$ cat src/rtl/fpu_pkg.sv
// Shared definitions for the FPU operand driver: float field layout, status codes, FSM states.
package fpu_pkg;

    localparam int SIGN_W   = 1;
    localparam int EXP_W    = 6;
    localparam int MANT_W   = 25;
    localparam int EXP_BIAS = 31;

    localparam logic [3:0] EXACT     = 4'b0001;
    localparam logic [3:0] OVERFLOW  = 4'b0010;
    localparam logic [3:0] UNDERFLOW = 4'b0100;
    localparam logic [3:0] INEXACT   = 4'b1000;

    typedef enum logic [1:0] {
        IDLE,
        WAIT,
        HOLD
    } drv_state_t;

    function automatic logic is_onehot(input logic [3:0] s);
        return (s != 4'b0000) && ((s & (s - 4'b0001)) == 4'b0000);
    endfunction

endpackage

$ cat src/rtl/sync_fifo.sv
// Synchronous FIFO with show-ahead read data; DEPTH must be a power of two.
module sync_fifo #(
    parameter int WIDTH = 64,
    parameter int DEPTH = 4
) (
    input  logic             clk,
    input  logic             reset,
    input  logic             push,
    input  logic             pop,
    input  logic [WIDTH-1:0] wdata,
    output logic [WIDTH-1:0] rdata,
    output logic             full,
    output logic             empty
);
    localparam int AW = $clog2(DEPTH);

    logic [WIDTH-1:0] mem [DEPTH];
    logic [AW-1:0]    wptr;
    logic [AW-1:0]    rptr;
    logic [AW:0]      count;
    logic             do_push;
    logic             do_pop;

    assign full    = (count == (AW+1)'(DEPTH));
    assign empty   = (count == '0);
    assign do_push = push && !full;
    assign do_pop  = pop && !empty;
    assign rdata   = mem[rptr];

    always_ff @(posedge clk) begin
        if (reset) begin
            wptr  <= '0;
            rptr  <= '0;
            count <= '0;
        end else begin
            if (do_push) wptr <= wptr + 1'b1;
            if (do_pop)  rptr <= rptr + 1'b1;
            case ({do_push, do_pop})
                2'b10:   count <= count + 1'b1;
                2'b01:   count <= count - 1'b1;
                default: count <= count;
            endcase
        end
    end

    always_ff @(posedge clk) begin
        if (do_push) mem[wptr] <= wdata;
    end

endmodule

$ cat src/rtl/fpu_driver.sv
// Feeds queued operand pairs to a fixed-latency FPU and captures each result
// into a valid/ready output register.
module fpu_driver
    import fpu_pkg::*;
#(
    parameter int DEPTH   = 4,
    parameter int LATENCY = 8
) (
    input  logic        clock100KHz,
    input  logic        reset,
    input  logic        in_valid,
    output logic        in_ready,
    input  logic [31:0] in_op_a,
    input  logic [31:0] in_op_b,
    output logic [31:0] op_A_out,
    output logic [31:0] op_B_out,
    input  logic [31:0] fpu_data_in,
    input  logic [3:0]  fpu_status_in,
    output logic        res_valid,
    input  logic        res_ready,
    output logic [31:0] res_data,
    output logic [3:0]  res_status,
    output logic        res_error
);
    drv_state_t  state;
    drv_state_t  next_state;
    logic [7:0]  cnt;
    logic        pop;
    logic        capture;
    logic        release_res;
    logic        full;
    logic        empty;
    logic [63:0] head;

    assign in_ready = !full;

    sync_fifo #(
        .WIDTH(64),
        .DEPTH(DEPTH)
    ) u_fifo (
        .clk  (clock100KHz),
        .reset(reset),
        .push (in_valid),
        .pop  (pop),
        .wdata({in_op_a, in_op_b}),
        .rdata(head),
        .full (full),
        .empty(empty)
    );

    always_comb begin
        next_state  = state;
        pop         = 1'b0;
        capture     = 1'b0;
        release_res = 1'b0;
        case (state)
            IDLE: begin
                if (!empty) begin
                    pop        = 1'b1;
                    next_state = WAIT;
                end
            end
            WAIT: begin
                if (cnt == 8'd1) begin
                    capture    = 1'b1;
                    next_state = HOLD;
                end
            end
            HOLD: begin
                if (res_ready) begin
                    release_res = 1'b1;
                    // Launch the next pair in the same edge to avoid an IDLE bubble
                    if (!empty) begin
                        pop        = 1'b1;
                        next_state = WAIT;
                    end else begin
                        next_state = IDLE;
                    end
                end
            end
            default: next_state = IDLE;
        endcase
    end

    always_ff @(posedge clock100KHz) begin
        if (reset) begin
            state      <= IDLE;
            cnt        <= '0;
            op_A_out   <= '0;
            op_B_out   <= '0;
            res_valid  <= 1'b0;
            res_data   <= '0;
            res_status <= '0;
            res_error  <= 1'b0;
        end else begin
            state <= next_state;
            if (pop) begin
                op_A_out <= head[63:32];
                op_B_out <= head[31:0];
                cnt      <= 8'(LATENCY);
            end else if (state == WAIT) begin
                cnt <= cnt - 8'd1;
            end
            if (capture) begin
                res_data   <= fpu_data_in;
                res_status <= fpu_status_in;
                res_error  <= !is_onehot(fpu_status_in);
                res_valid  <= 1'b1;
            end else if (release_res) begin
                res_valid <= 1'b0;
            end
        end
    end

endmodule

$ cat config.mk
export PLATFORM = sky130hd
export DESIGN_NAME = fpu_driver
export DESIGN_NICKNAME = d
export VERILOG_FILES = /design/src/rtl/fpu_pkg.sv /design/src/rtl/sync_fifo.sv /design/src/rtl/fpu_driver.sv
export SDC_FILE = /design/constraint.sdc
export NUM_CORES = 1
export LEC_CHECK = 0
export BUFFER_PORTS_ARGS = -buffer_cell sky130_fd_sc_hd__buf_4
export CELL_PAD_IN_SITES_DETAIL_PLACEMENT = 0
export CELL_PAD_IN_SITES_GLOBAL_PLACEMENT = 1
export CORE_MARGIN = 2
export CORE_UTILIZATION = 40
export DETAILED_ROUTE_END_ITERATION = 7
export MAX_ROUTING_LAYER = met4
export PLACE_DENSITY_LB_ADDON = 0.3
export SYNTH_ARGS = -nofsm -noshare
export SYNTH_HDL_FRONTEND = slang
export SYNTH_SLANG_ARGS = --single-unit
$ cat constraint.sdc
create_clock -name clock100KHz -period 4.45 [get_ports clock100KHz]
set_input_delay 1.335 -clock clock100KHz [delete_from_list [all_inputs] [get_ports clock100KHz]]
set_output_delay 1.335 -clock clock100KHz [all_outputs]
set_load 0.02 [all_outputs]
Word level (Yosys, flattened, before mapping)
Memory sizes are Yosys's and may differ from the RTL's. A register that Yosys moved wholly into a read port is not among the register bits.
Cells that the tools add are included.
Cells by class
  shift-type cells: 0
  reduce and logical (&&, ||, !) cells: 15
  bitwise gates (word level): 1
  muxes and demuxes: 19
  add/subtract/negate cells: 6
  divide/modulo/power cells: 0
  magnitude comparators: 0
  $mul: 0
  equality and inequality tests: 9
Operator list (number)
  $mux W1: 11
  $eq A8 B1 Y1 const B: 1
  $mux W4: 2
  $sub A8 B1 Y8 const B: 1
  $mux W2: 3
  $ne A2 B2 Y1 const B: 3
  $pmux W2 S3: 1
  $pmux W3 S2: 1
  $reduce_bool A2 Y1: 3
  $add A2 B1 Y2 const B: 2
  $and A4 B4 Y4: 1
  $eq A2 B1 Y1 const B: 2
  $eq A2 B2 Y1 const B: 2
  $logic_not A4 Y1: 1
  $reduce_bool A4 Y1: 1
  $sub A4 B1 Y4 const B: 1
  $add A3 B1 Y3 const B: 1
  $eq A3 B3 Y1 const B: 1
  $logic_and A1 B1 Y1: 3
  $logic_not A1 Y1: 3
  $logic_not A3 Y1: 1
  $reduce_and A3 Y1: 1
  $sub A3 B1 Y3 const B: 1
  $logic_not A2 Y1: 1
  other kinds (2): 2
Storage, ports and cells
  output and inout port bits: 103
  ROM bits: 0
  latch bits: 0
  bits in registers: 55
  input port bits: 104
  bits in writable memories: 256
  logic and storage cells: 61
  memories: 1
Memories
  u_fifo.mem: words 4, width 64, rd ports 1, clocked after memory_dff 1, wr ports 1, line sync_fifo.sv:17  | logic [WIDTH-1:0] mem [DEPTH];

Logic depth before layout (Yosys ltp)
Gate-level depths: netlist (run 1).
  word-level depth: 7
  mapped depth: 9
  gate-level depth less buffers: 8

Modules after synthesis
A second synthesis (run 1) with hierarchy kept.
Unflattened totals
  cell total of the unflattened synthesis: 930
  area total of the unflattened synthesis: 14667.8 um^2
Modules (own cells, without submodules)
  sync_fifo: area an instance 9785.6 um^2, times used 1, seq. area each 7867.5 um^2, cells each 388
  fpu_driver: area an instance 4882.2 um^2, times used 1, seq. area each 2242.2 um^2, cells each 542

Least setup slack after synthesis (run 1)
No wires, ideal clock.
  kind: input-to-reg
  from: input port in_valid
  to: memory u_fifo.mem[0][0] (enable)
  required time: 4021 ps
  stages: 2
  slack: 882 ps
  setup time: 429 ps
  arrival time: 3139 ps
  path buffers: 1
  cells stage by stage: buf_1 > and3_1
On the way
  longest elaborated chain between the ends: 3
RTL lines
  start, declared: line fpu_driver.sv:11  | input logic in_valid,
  $logic_and A1 B1 Y1: line sync_fifo.sv:26  | assign do_push = push && !full;
  $mux W1: line sync_fifo.sv:47  | if (do_push) mem[wptr] <= wdata;
  $mux W1 (implied by the code): line sync_fifo.sv:47
  end, declared: line sync_fifo.sv:17
Every way passes these cells.

Worst setup path in the final report (run 1)
  from: register u_fifo.count[2]
  to: output port in_ready
On the way
  longest elaborated chain between the ends: 2
RTL lines
  start, declared: line sync_fifo.sv:20  | logic [AW:0] count;
  start signal, assigned: line sync_fifo.sv:39  | 2'b10: count <= count + 1'b1;
  start signal, assigned: line sync_fifo.sv:40  | 2'b01: count <= count - 1'b1;
  start signal, assigned: line sync_fifo.sv:41  | default: count <= count;
  $eq A3 B3 Y1: line sync_fifo.sv:24  | assign full = (count == (AW+1)'(DEPTH));
  $logic_not A1 Y1: line fpu_driver.sv:35  | assign in_ready = !full;
  end, declared: line fpu_driver.sv:12  | output logic in_ready,
Every way passes these cells.

==> flow_summary_export.csv, run 1 <==
group,metric,value,unit
run_status,status,"finished clean",
die,boundaryPins,207,
clock_network,cts_buffers,40,
sta,fin_crit_sh,0.687,
global_routing,grt_use_total,0.185,
die,coreArea,0.0355,mm²
setup_path,worstPathRequired,3.12,ns
sta,post-route-min-period,3.06,ns
placement,dp_slack,1.34,ns
cells_and_area,n_fill_cell,3024,
die,initial_core_util,0.405,
setup_path,cp_num_cells,2,
global_routing,grt_pass1_wl,52.6,mm
setup_path,cp_slowest_cell,"or3b_2",
sta,setup_viol,0,
drt,viasPerCell,5.47,
die,die_x,193,µm
logic_synthesis,synth_top_family_by_area,"multiplexers",
logic_synthesis,synth_area_per_cell,15.6,µm²
setup_path,r2r_cells,3,
worst_hold_path,holdPathStages,2,
sta,maxClockFrequency,0.327,GHz
clock_network,cts-root-buf,"clkbuf_16",
cells_and_area,finalNetCount,1205,
worst_hold_path,hold_class,"register to register",
sta,setup_tns,0,ns
logic_synthesis,synth-compound-area-share,0.0686,
clock_network,cts_setup_buffers,0,
clock_network,cts_tree,"built",
logic_synthesis,synth_cell_types,46,
sta,rsz0062_at_grt,"no",
cells_and_area,drive_above_1_share,0.316,
setup_path,critPathMaxStageDelay,0.59,ns
run,cap_violations,0,
logic_synthesis,synth-seq-area-share,0.702,
setup_path,critPathBufInv,1,
die,rows,69,
global_routing,grt_pass1_vias,8853,
global_routing,grt_max_degree,77,
clock_network,clk_latency,0.54,ns
logic_synthesis,synthesis.nets,1030,
cells_and_area,ff_latch_area,0.0101,mm²
pwr,p_leak,0.00615,µW
placement,numPortBuffers,206,
setup_path,cp_top_family,"simple AND/OR/NAND/NOR gates",
drt,firstDrtPassIters,5,
placement,globalplace.congestion,0.733,
logic_synthesis,synth_mux_area_frac,0.126,
global_routing,grt_overflow,0,
clock_network,cts_hold_repair.buffers,0,
logic_synthesis,syn_inst,918,
placement,hpwl,18.3,mm
sta,hold_viol,0,
logic_synthesis,yosys.area_share.adder,0.00750,
drt,wire_per_inst,21.4,µm
clock_network,cts_resized,0,
sta,fin_skew,0.0189,ns
setup_path,endpoint_kind,"output port",
drt,drt_iter0_markers,557,
pwr,power-per-cell-area,644,mW/mm²
clock_network,cts_num_sinks,375,
sta,max-slew-margin-rel,0.211,
pwr,ir_drop,0.455,mV
sta,slew_viol_final,0,
clock_network,clkTransAtPathRegs,0.06,ns
sta,fin_ws,1.39,ns
setup_path,critPathKind,"register to output port",
setup_path,critPathMaxFanout,10,
logic_synthesis,yosysWarnings,0,
drt,drc,0,
drt,drtAntennaViolNets,0,
drt,wirelength,34.1,mm
clock_network,clock_path_buffers,3,
drt,vias,8680,
setup_path,worstSetupStartpointType,"register",
setup_path,reg2reg_slack,1.63,ns
logic_synthesis,yosys.area_share.simple,0.0654,
setup_path,arrival,1.72,ns
logic_synthesis,synth-seq-cells,375,
die,die_h,193,µm
cells_and_area,area_growth,22.6,%
global_routing,antenna_found_initial,2,
clock_network,htree_num_levels,2,
logic_synthesis,syn-cell-area,0.0144,mm²
sta,worst_slew_pin_slew,1.18,ns
cells_and_area,multi_input_area,0.00393,mm²
die,die-area,0.0374,mm²
setup_path,cp_cell_sequence,"or3b_2 > buf_4",
logic_synthesis,synth-xor-area-share,0.00305,
==> area by class of cell <==
class | instances | share of cell area
sequential | 375 | 0.573
multi-input combinational | 451 | 0.223
timing repair buffer | 214 | 0.0913
clock buffer | 53 | 0.0630
tap | 461 | 0.0328
clock inverter | 21 | 0.0144
inverter | 11 | 0.00235
antenna | 2 | 0.000284
==> where the power goes <==
group | total (µW) | internal (µW) | switching (µW)
Clock | 3420 | 2060 | 1360
Sequential | 4840 | 4300 | 544
Combinational | 3080 | 1290 | 1790
Total | 11300 | 7650 | 3690
==> through the flow <==
| stage | util | std cells | cell area (µm²) | power [µW] | hold WS, ns |
|---|---|---|---|---|---|
| final | 0.496 | 1588 | 17600 | 11300 | 0.456 |
| after global routing | 0.496 | 1588 | 17600 | 11900 | 0.472 |
| after CTS | 0.496 | 1586 | 17600 | 11500 | 0.459 |
| after detailed placement | 0.458 | 1512 | 16200 | 8030 | 0.447 |
| after global placement | 0.458 | 1512 | 16200 | 8000 | 0.442 |
| after floorplan | - | 918 | 14400 | 6840 | 0.447 |
==> cells by family (layout without fill, tap and decap cells) <==
kind of cell | Yosys count | count (layout)
adder cells (fa/ha/maj) | 8 | 8
XOR/XNOR | 5 | 5
AND/OR/NAND/NOR | 181 | 181
multiplexers | 101 | 101
buffers and inverters | 92 | 299
other | 0 | 2
flip-flops | 375 | 375
AO/OA/AOI/OAI | 156 | 156
==> placed cells by master, fill, tap and decap left out, types with 9 or more instances in the layout <==
| cell type | netlist | routed |
|---|---|---|
| edfxtp_1 | 256 | 256 |
| buf_4 | 2 | 214 |
| dfxtp_1 | 119 | 116 |
| nand2_1 | 73 | 73 |
| a21oi_1 | 72 | 72 |
| o31ai_1 | 66 | 66 |
| nand4_1 | 65 | 65 |
| mux4_2 | 64 | 64 |
| clkbuf_16 | 0 | 40 |
| mux2i_1 | 36 | 36 |
| nor2_1 | 11 | 11 |
| inv_1 | 11 | 9 |
==> tightest hold or removal path: cells and delay by family, from the launching register on <==
kind	cells	cell delay (ns)
and+or+nand+nor	1	0.05
muxes	1	0.05
DFF	1	0.30
==> registers in the layout (all words and copies together) (netlist names) <==
register,cells
res_data,32
res_valid,1
op_B_out,32
u_fifo.count,3
res_status,4
op_A_out,32
u_fifo.mem,256
state,2
res_error,1
u_fifo.wptr,2
u_fifo.rptr,2
cnt,8
==> synthesized netlist by cell type, drive strengths merged <==
cell type | instances | share of area
edfxtp | 256 | 0.54
dfxtp | 119 | 0.17
nand2 | 73 | 0.019
a21oi | 72 | 0.025
o31ai | 66 | 0.035
nand4 | 65 | 0.028
mux4 | 64 | 0.10
clkbuf | 52 | 0.014
mux2i | 36 | 0.025
buf | 29 | 0.011
inv | 11 | 0.0029
nor2 | 11 | 0.0029
ha | 7 | 0.0061
and3 | 6 | 0.0026
o21ai | 6 | 0.0021
or3 | 5 | 0.0022
nor3 | 4 | 0.0014
xor2 | 4 | 0.0024
nor2b | 3 | 0.0013
or4 | 3 | 0.0016
a21o | 2 | 0.0010
nand3 | 2 | 0.00070
nand3b | 2 | 0.0010
or4b | 2 | 0.0017
a211oi | 1 | 0.00052
a311oi | 1 | 0.00061
a31oi | 1 | 0.00044
a32o | 1 | 0.00070
a32oi | 1 | 0.00061
a41o | 1 | 0.00070
and4 | 1 | 0.00061
fa | 1 | 0.0014
mux2 | 1 | 0.00078
nand2b | 1 | 0.00044
nor3b | 1 | 0.00052
nor4 | 1 | 0.00044
o211ai | 1 | 0.00052
o21a | 1 | 0.00052
o31a | 1 | 0.00061
o41ai | 1 | 0.00061
or3b | 1 | 0.00061
xnor2 | 1 | 0.00061
==> final timing paths <==
check / from / endpoint
max: u_fifo.count[2] / in_ready
min: res_data[24] / res_data[24]
max reg2reg: state[0] / res_data[15]
min reg2reg: res_data[24] / res_data[24]
==> layer usage <==
metal	global-route usage	vias to the layer above	routed length, µm
met5	-	-	0
met3	0.0384	55	2060
met1	0.244	4386	14900
li1	-	3978	-
met4	0.0427	0	652
met2	0.296	261	16400
Power figures use the tool's default switching activity.
==> run 2: changes to the inputs <==
==> constraint.sdc (replaced) <==
create_clock -name clock100KHz -period 3 [get_ports clock100KHz]
set_input_delay 0.9 -clock clock100KHz [delete_from_list [all_inputs] [get_ports clock100KHz]]
set_output_delay 0.9 -clock clock100KHz [all_outputs]
set_load 0.02 [all_outputs]
==> run 2 against run 1 <==
Effect of this change: first-iteration DRC count decreased by 18%; combinational power increased by 62%; largest power group unchanged; sequential share of layout area decreased by 0.66 points.
==> flow_summary_export.csv, run 2 (same netlist as run 1, synthesis figures left out) <==
group,metric,value,unit
run_status,status,"finished clean",
worst_hold_path,min_from,"res_data[6]",
sta,slew_viol_final,0,
cells_and_area,most-common-layout-cells,"edfxtp_1 (256), buf_4 (222), dfxtp_1 (116)",
drt,firstDrtPassIters,4,
sta,worst_slew_pin_slew,0.959,ns
sta,max-slew-margin-rel,0.360,
placement,numPortBuffers,206,
placement,globalplace.congestion,0.725,
clock_network,cts_hold_repair.buffers,0,
cells_and_area,largest_reg_flops,256,
sta,post-route-min-period,2.61,ns
cells_and_area,fin_util,0.502,
pwr,power.total,16800,µW
drt,drc,0,
cells_and_area,area_growth,24.1,%
die,coreArea,0.0355,mm²
setup_path,cp_cell_sequence,"or3b_2 > buf_4",
worst_hold_path,hold_class,"register to register",
placement,dp_slack,0.347,ns
clock_network,cts_num_sinks,375,
cells_and_area,drive_above_1_share,0.326,
run,cap_violations,0,
global_routing,grt_overflow,0,
cells_and_area,n_fill_cell,3032,
setup_path,cp_slowest_cell,"or3b_2",
setup_path,arrival,1.71,ns
drt,viasPerCell,5.37,
sta,fin_crit_sh,0.870,
die,rows,69,
cells_and_area,finalNetCount,1223,
setup_path,r2r-end,"u_fifo.count[2]",
clock_network,cts-root-buf,"clkbuf_16",
clock_network,cts_setup_buffers,0,
clock_network,cts_tree,"built",
placement,dp_cells,1530,
sta,fin_skew,0.0145,ns
clock_network,cts_resized,0,
setup_path,worstSetupStartpointType,"register",
setup_path,r2r_cells,8,
clock_network,clkTransAtPathRegs,0.06,ns
global_routing,grt_max_degree,77,
worst_hold_path,min_to,"res_data[6]",
pwr,p_leak,0.00626,µW
die,die-area,0.0374,mm²
setup_path,cp_top_family,"simple AND/OR/NAND/NOR gates",
sta,hold_viol,0,
setup_path,critPathMaxFanout,10,
die,die_h,193,µm
clock_network,clock_path_buffers,3,
global_routing,antenna_found_initial,4,
cells_and_area,regMostFlops,"u_fifo.mem",
drt,wire_per_inst,21.2,µm
drt,wirelength,34.1,mm
die,initial_core_util,0.405,
pwr,ir_drop,0.859,mV
clock_network,clk_latency,0.52,ns
sta,rsz0062_at_grt,"no",
drt,drt_iter0_markers,458,
drt,drtAntennaViolNets,0,
setup_path,critPathBufInv,1,
clock_network,cts_buffers,40,
cells_and_area,final_common_cell,"edfxtp_1",
setup_path,critPathKind,"register to output port",
pwr,power-per-cell-area,941,mW/mm²
clock_network,htree_num_levels,2,
sta,setup_viol,0,
setup_path,endpoint_kind,"output port",
cells_and_area,final_cells,1607,
worst_hold_path,holdPathStages,2,
global_routing,grt_pass1_vias,9027,
sta,maxClockFrequency,0.383,GHz
sta,setup_tns,0,ns
setup_path,r2r-start,"u_fifo.count[2]",
global_routing,grt_use_total,0.187,
setup_path,worstPathRequired,2.10,ns
setup_path,reg2reg_slack,0.63,ns
die,die_x,193,µm
sta,fin_ws,0.389,ns
drt,vias,8631,
placement,hpwl,19.7,mm
global_routing,grt_pass1_wl,53.2,mm
die,boundaryPins,207,
setup_path,critPathMaxStageDelay,0.58,ns
## run 2: cell count changes in the layout (fill, tap and decap cells not counted), sizes merged
cell / previous run / this run
bufinv: 5 / 3
buf: 214 / 232
inv: 13 / 12
clkbuf: 53 / 57
diode: 2 / 4
clkinv: 13 / 11
## run 2: layer usage
metal / track usage / wire length, µm / vias up
met5: - / 0 / -
met4: 0.0498 / 602 / 0
met3: 0.0384 / 1820 / 39
met2: 0.297 / 16300 / 236
met1: 0.247 / 15300 / 4351
li1: - / - / 4005
## run 2: report_power, final
part	internal (µW)	switching, µW
Clock	2900	1960
Combinational	2040	2960
Sequential	6370	536
## run 2: through the flow
stage	cell area (µm²)	hold slack, ns
finish	17800	0.455
global route	17800	0.470
CTS	17800	0.458
detailed placement	16500	0.448
global placement	16500	0.443
floorplan	14400	0.447
## run 2: worst max path at each step
stage / start / to / cells past startpoint
5_1_grt: u_fifo.count[2] / in_ready / 2
4_1_cts: u_fifo.count[2] / in_ready / 2
2_1_floorplan: res_ready / u_fifo.count[2] / 9
3_3_place_gp: res_ready / u_fifo.count[2] / 9
6_report: u_fifo.count[2] / in_ready / 2
3_5_place_dp: res_ready / u_fifo.count[2] / 9
## run 2: layout make-up
type                       instances  area [µm²]  area share
antenna                            4        10.0    0.000562
clock buffer                      57        1130      0.0637
clock inverter                    16         168     0.00941
inverter                          11        41.3     0.00232
multi-input combinational        451        3930       0.221
sequential                       375       10100       0.566
tap                              461         577      0.0324
timing repair buffer             232        1870       0.105
## run 2: worst register-to-register path, cell delays in order (launching register included)
cell and delay (ns):
dfxtp_1 0.39, or3b_2 0.58, nand2_1 0.12, ha_1 0.17, inv_1 0.06, fa_1 0.37
xor2_1 0.16, or3_1 0.30, a21oi_1 0.14
==> run 3: changes to the inputs <==
--- a/config.mk
+++ b/config.mk
@@ -8,11 +8,13 @@
 export BUFFER_PORTS_ARGS = -buffer_cell sky130_fd_sc_hd__buf_4
 export CELL_PAD_IN_SITES_DETAIL_PLACEMENT = 0
 export CELL_PAD_IN_SITES_GLOBAL_PLACEMENT = 1
+export CORE_ASPECT_RATIO = 1.75
 export CORE_MARGIN = 2
 export CORE_UTILIZATION = 40
 export DETAILED_ROUTE_END_ITERATION = 7
 export MAX_ROUTING_LAYER = met4
 export PLACE_DENSITY_LB_ADDON = 0.3
+export SKIP_LAST_GASP = 1
 export SYNTH_ARGS = -nofsm -noshare
 export SYNTH_HDL_FRONTEND = slang
 export SYNTH_SLANG_ARGS = --single-unit
==> run 3 against run 2 <==
Effect of this change: sequential power rose by 1%; maximum frequency grew 0.56%; power is 2.1% lower; die area rose by 0.16%; register-to-register slack hardly changed; critical path depth is the same.
==> flow_summary_export.csv, run 3 (same netlist as run 1, synthesis figures left out) <==
group,metric,value,unit
cells_and_area,fin_util,0.500,
drt,wl_met3,1.91,mm
setup_path,endpoint_kind,"output port",
setup_path,arrival,1.70,ns
global_routing,grt_pass1_vias,9266,
die,initial_core_util,0.407,
sta,whs,0.454,ns
setup_path,r2r-end,"u_fifo.count[2]",
setup_path,worstSetupStartpointType,"register",
cells_and_area,multi_input_area,0.00393,mm²
drt,wire_per_inst,21.7,µm
setup_path,critPathMaxFanout,10,
die,die-area,0.0375,mm²
sta,setup_tns,0,ns
placement,numPortBuffers,206,
setup_path,critPathKind,"register to output port",
setup_path,cp_top_family,"simple AND/OR/NAND/NOR gates",
pwr,p_leak,0.00617,µW
cells_and_area,finalNetCount,1219,
placement,dp_slack,0.361,ns
clock_network,cts_hold_repair.buffers,0,
cells_and_area,largest_reg_flops,256,
sta,fin_crit_sh,0.866,
drt,drc,0,
drt,drt_iter0_markers,540,
run,cap_violations,0,
sta,hold_viol,0,
global_routing,grt_use_total,0.189,
clock_network,htree_num_levels,2,
drt,firstDrtPassIters,5,
setup_path,critPathBufInv,1,
clock_network,clock_path_buffers,3,
drt,highest_layer,"met4",
placement,hpwl,19.8,mm
placement,place_area,0.0165,mm²
setup_path,r2r_cells,8,
clock_network,cts_buffers,36,
setup_path,cp_slowest_cell,"or3b_2",
worst_hold_path,min_from,"res_status[3]",
sta,fin_ws,0.403,ns
clock_network,clk_latency,0.53,ns
setup_path,r2r-start,"u_fifo.count[2]",
sta,slew_viol_final,0,
cells_and_area,n_fill_cell,3074,
global_routing,grt_max_degree,74,
clock_network,cts_setup_buffers,0,
placement,globalplace.congestion,0.728,
drt,viasPerCell,5.45,
die,coreArea,0.0353,mm²
setup_path,reg2reg_slack,0.62,ns
clock_network,cts_tree,"built",
die,die_x,147,µm
drt,met2_length,18.4,mm
worst_hold_path,holdPathStages,2,
drt,wl_met1,13.4,mm
cells_and_area,ff_latch_area,0.0101,mm²
global_routing,grt_overflow,0,
sta,max-slew-margin-rel,0.354,
cells_and_area,most-common-layout-cells,"edfxtp_1 (256), buf_4 (224), dfxtp_1 (116)",
die,rows,91,
clock_network,clkTransAtPathRegs,0.06,ns
run_status,status,"finished clean",
drt,drtAntennaViolNets,0,
setup_path,cp_num_cells,2,
worst_hold_path,min_to,"res_status[3]",
setup_path,critPathMaxStageDelay,0.58,ns
sta,fin_skew,0.0201,ns
die,die_h,255,µm
cells_and_area,final_common_cell,"edfxtp_1",
clock_network,cts_num_sinks,375,
clock_network,cts-root-buf,"clkbuf_16",
setup_path,cp_cell_sequence,"or3b_2 > buf_4",
global_routing,grt_pass1_wl,52.9,mm
global_routing,antenna_found_initial,0,
cells_and_area,drive_above_1_share,0.321,
die,boundaryPins,207,
sta,setup_viol,0,
cells_and_area,fin_area,0.0176,mm²
cells_and_area,area_growth,22.9,%
drt,vias,8726,
sta,maxClockFrequency,0.385,GHz
setup_path,worstPathRequired,2.10,ns
sta,post-route-min-period,2.60,ns
sta,worst_slew_pin_slew,0.969,ns
sta,rsz0062_at_grt,"no",
worst_hold_path,hold_class,"register to register",
clock_network,cts_resized,0,
drt,wirelength,34.7,mm
pwr,power-per-cell-area,931,mW/mm²
cells_and_area,regMostFlops,"u_fifo.mem",
pwr,ir_drop,0.758,mV
==> run 3: cell types whose count changed in the layout (fill, tap and decap cells not counted), sizes merged <==
| cell | before | now |
|---|---|---|
| clkbuf | 57 | 50 |
| inv | 12 | 13 |
| clkinv | 11 | 9 |
| diode | 4 | 1 |
==> run 3: cell type report <==
cell class / instances / area share
sequential: 375 / 0.572
timing repair buffer: 232 / 0.104
clock inverter: 15 / 0.00943
clock buffer: 50 / 0.0563
tap: 465 / 0.0330
antenna: 1 / 0.000142
multi-input combinational: 451 / 0.223
inverter: 11 / 0.00234
==> run 3: worst reg2reg max path, cell delays in order, from the launching register on <==
cell	delay, ns
dfxtp_1	0.39
or3b_2	0.58
nand2_1	0.12
ha_1	0.18
inv_1	0.06
fa_1	0.37
xor2_1	0.16
or3_1	0.31
a21oi_1	0.15
==> run 3: worst max-delay path by stage <==
stage                          startpoint         endpoint  slack [ns]
after global routing      u_fifo.count[2]         in_ready        0.34
after global placement          res_ready           cnt[1]        0.38
after floorplan                 res_ready  u_fifo.count[2]        0.45
final                     u_fifo.count[2]         in_ready        0.40
after detailed placement        res_ready           cnt[1]        0.36
after CTS                 u_fifo.count[2]         in_ready        0.38
==> run 3: report_power, final <==
part | switching, µW | total, µW | internal, µW
Combinational | 2900 | 4930 | 2030
Clock | 1890 | 4480 | 2590
Sequential | 633 | 7000 | 6370
Total | 5430 | 16400 | 11000
==> run 3: per-stage QoR <==
stage | std cells | power, µW
global placement | 1534 | 12000
finish | 1600 | 16400
floorplan | 918 | 10100
detailed placement | 1534 | 12100
CTS | 1599 | 16600
global route | 1599 | 17200
==> run 3: layer usage <==
layer | vias up | track usage
met3 | 61 | 0.0333
met2 | 271 | 0.341
met5 | - | -
met4 | 0 | 0.0701
met1 | 4395 | 0.209
li1 | 3999 | -
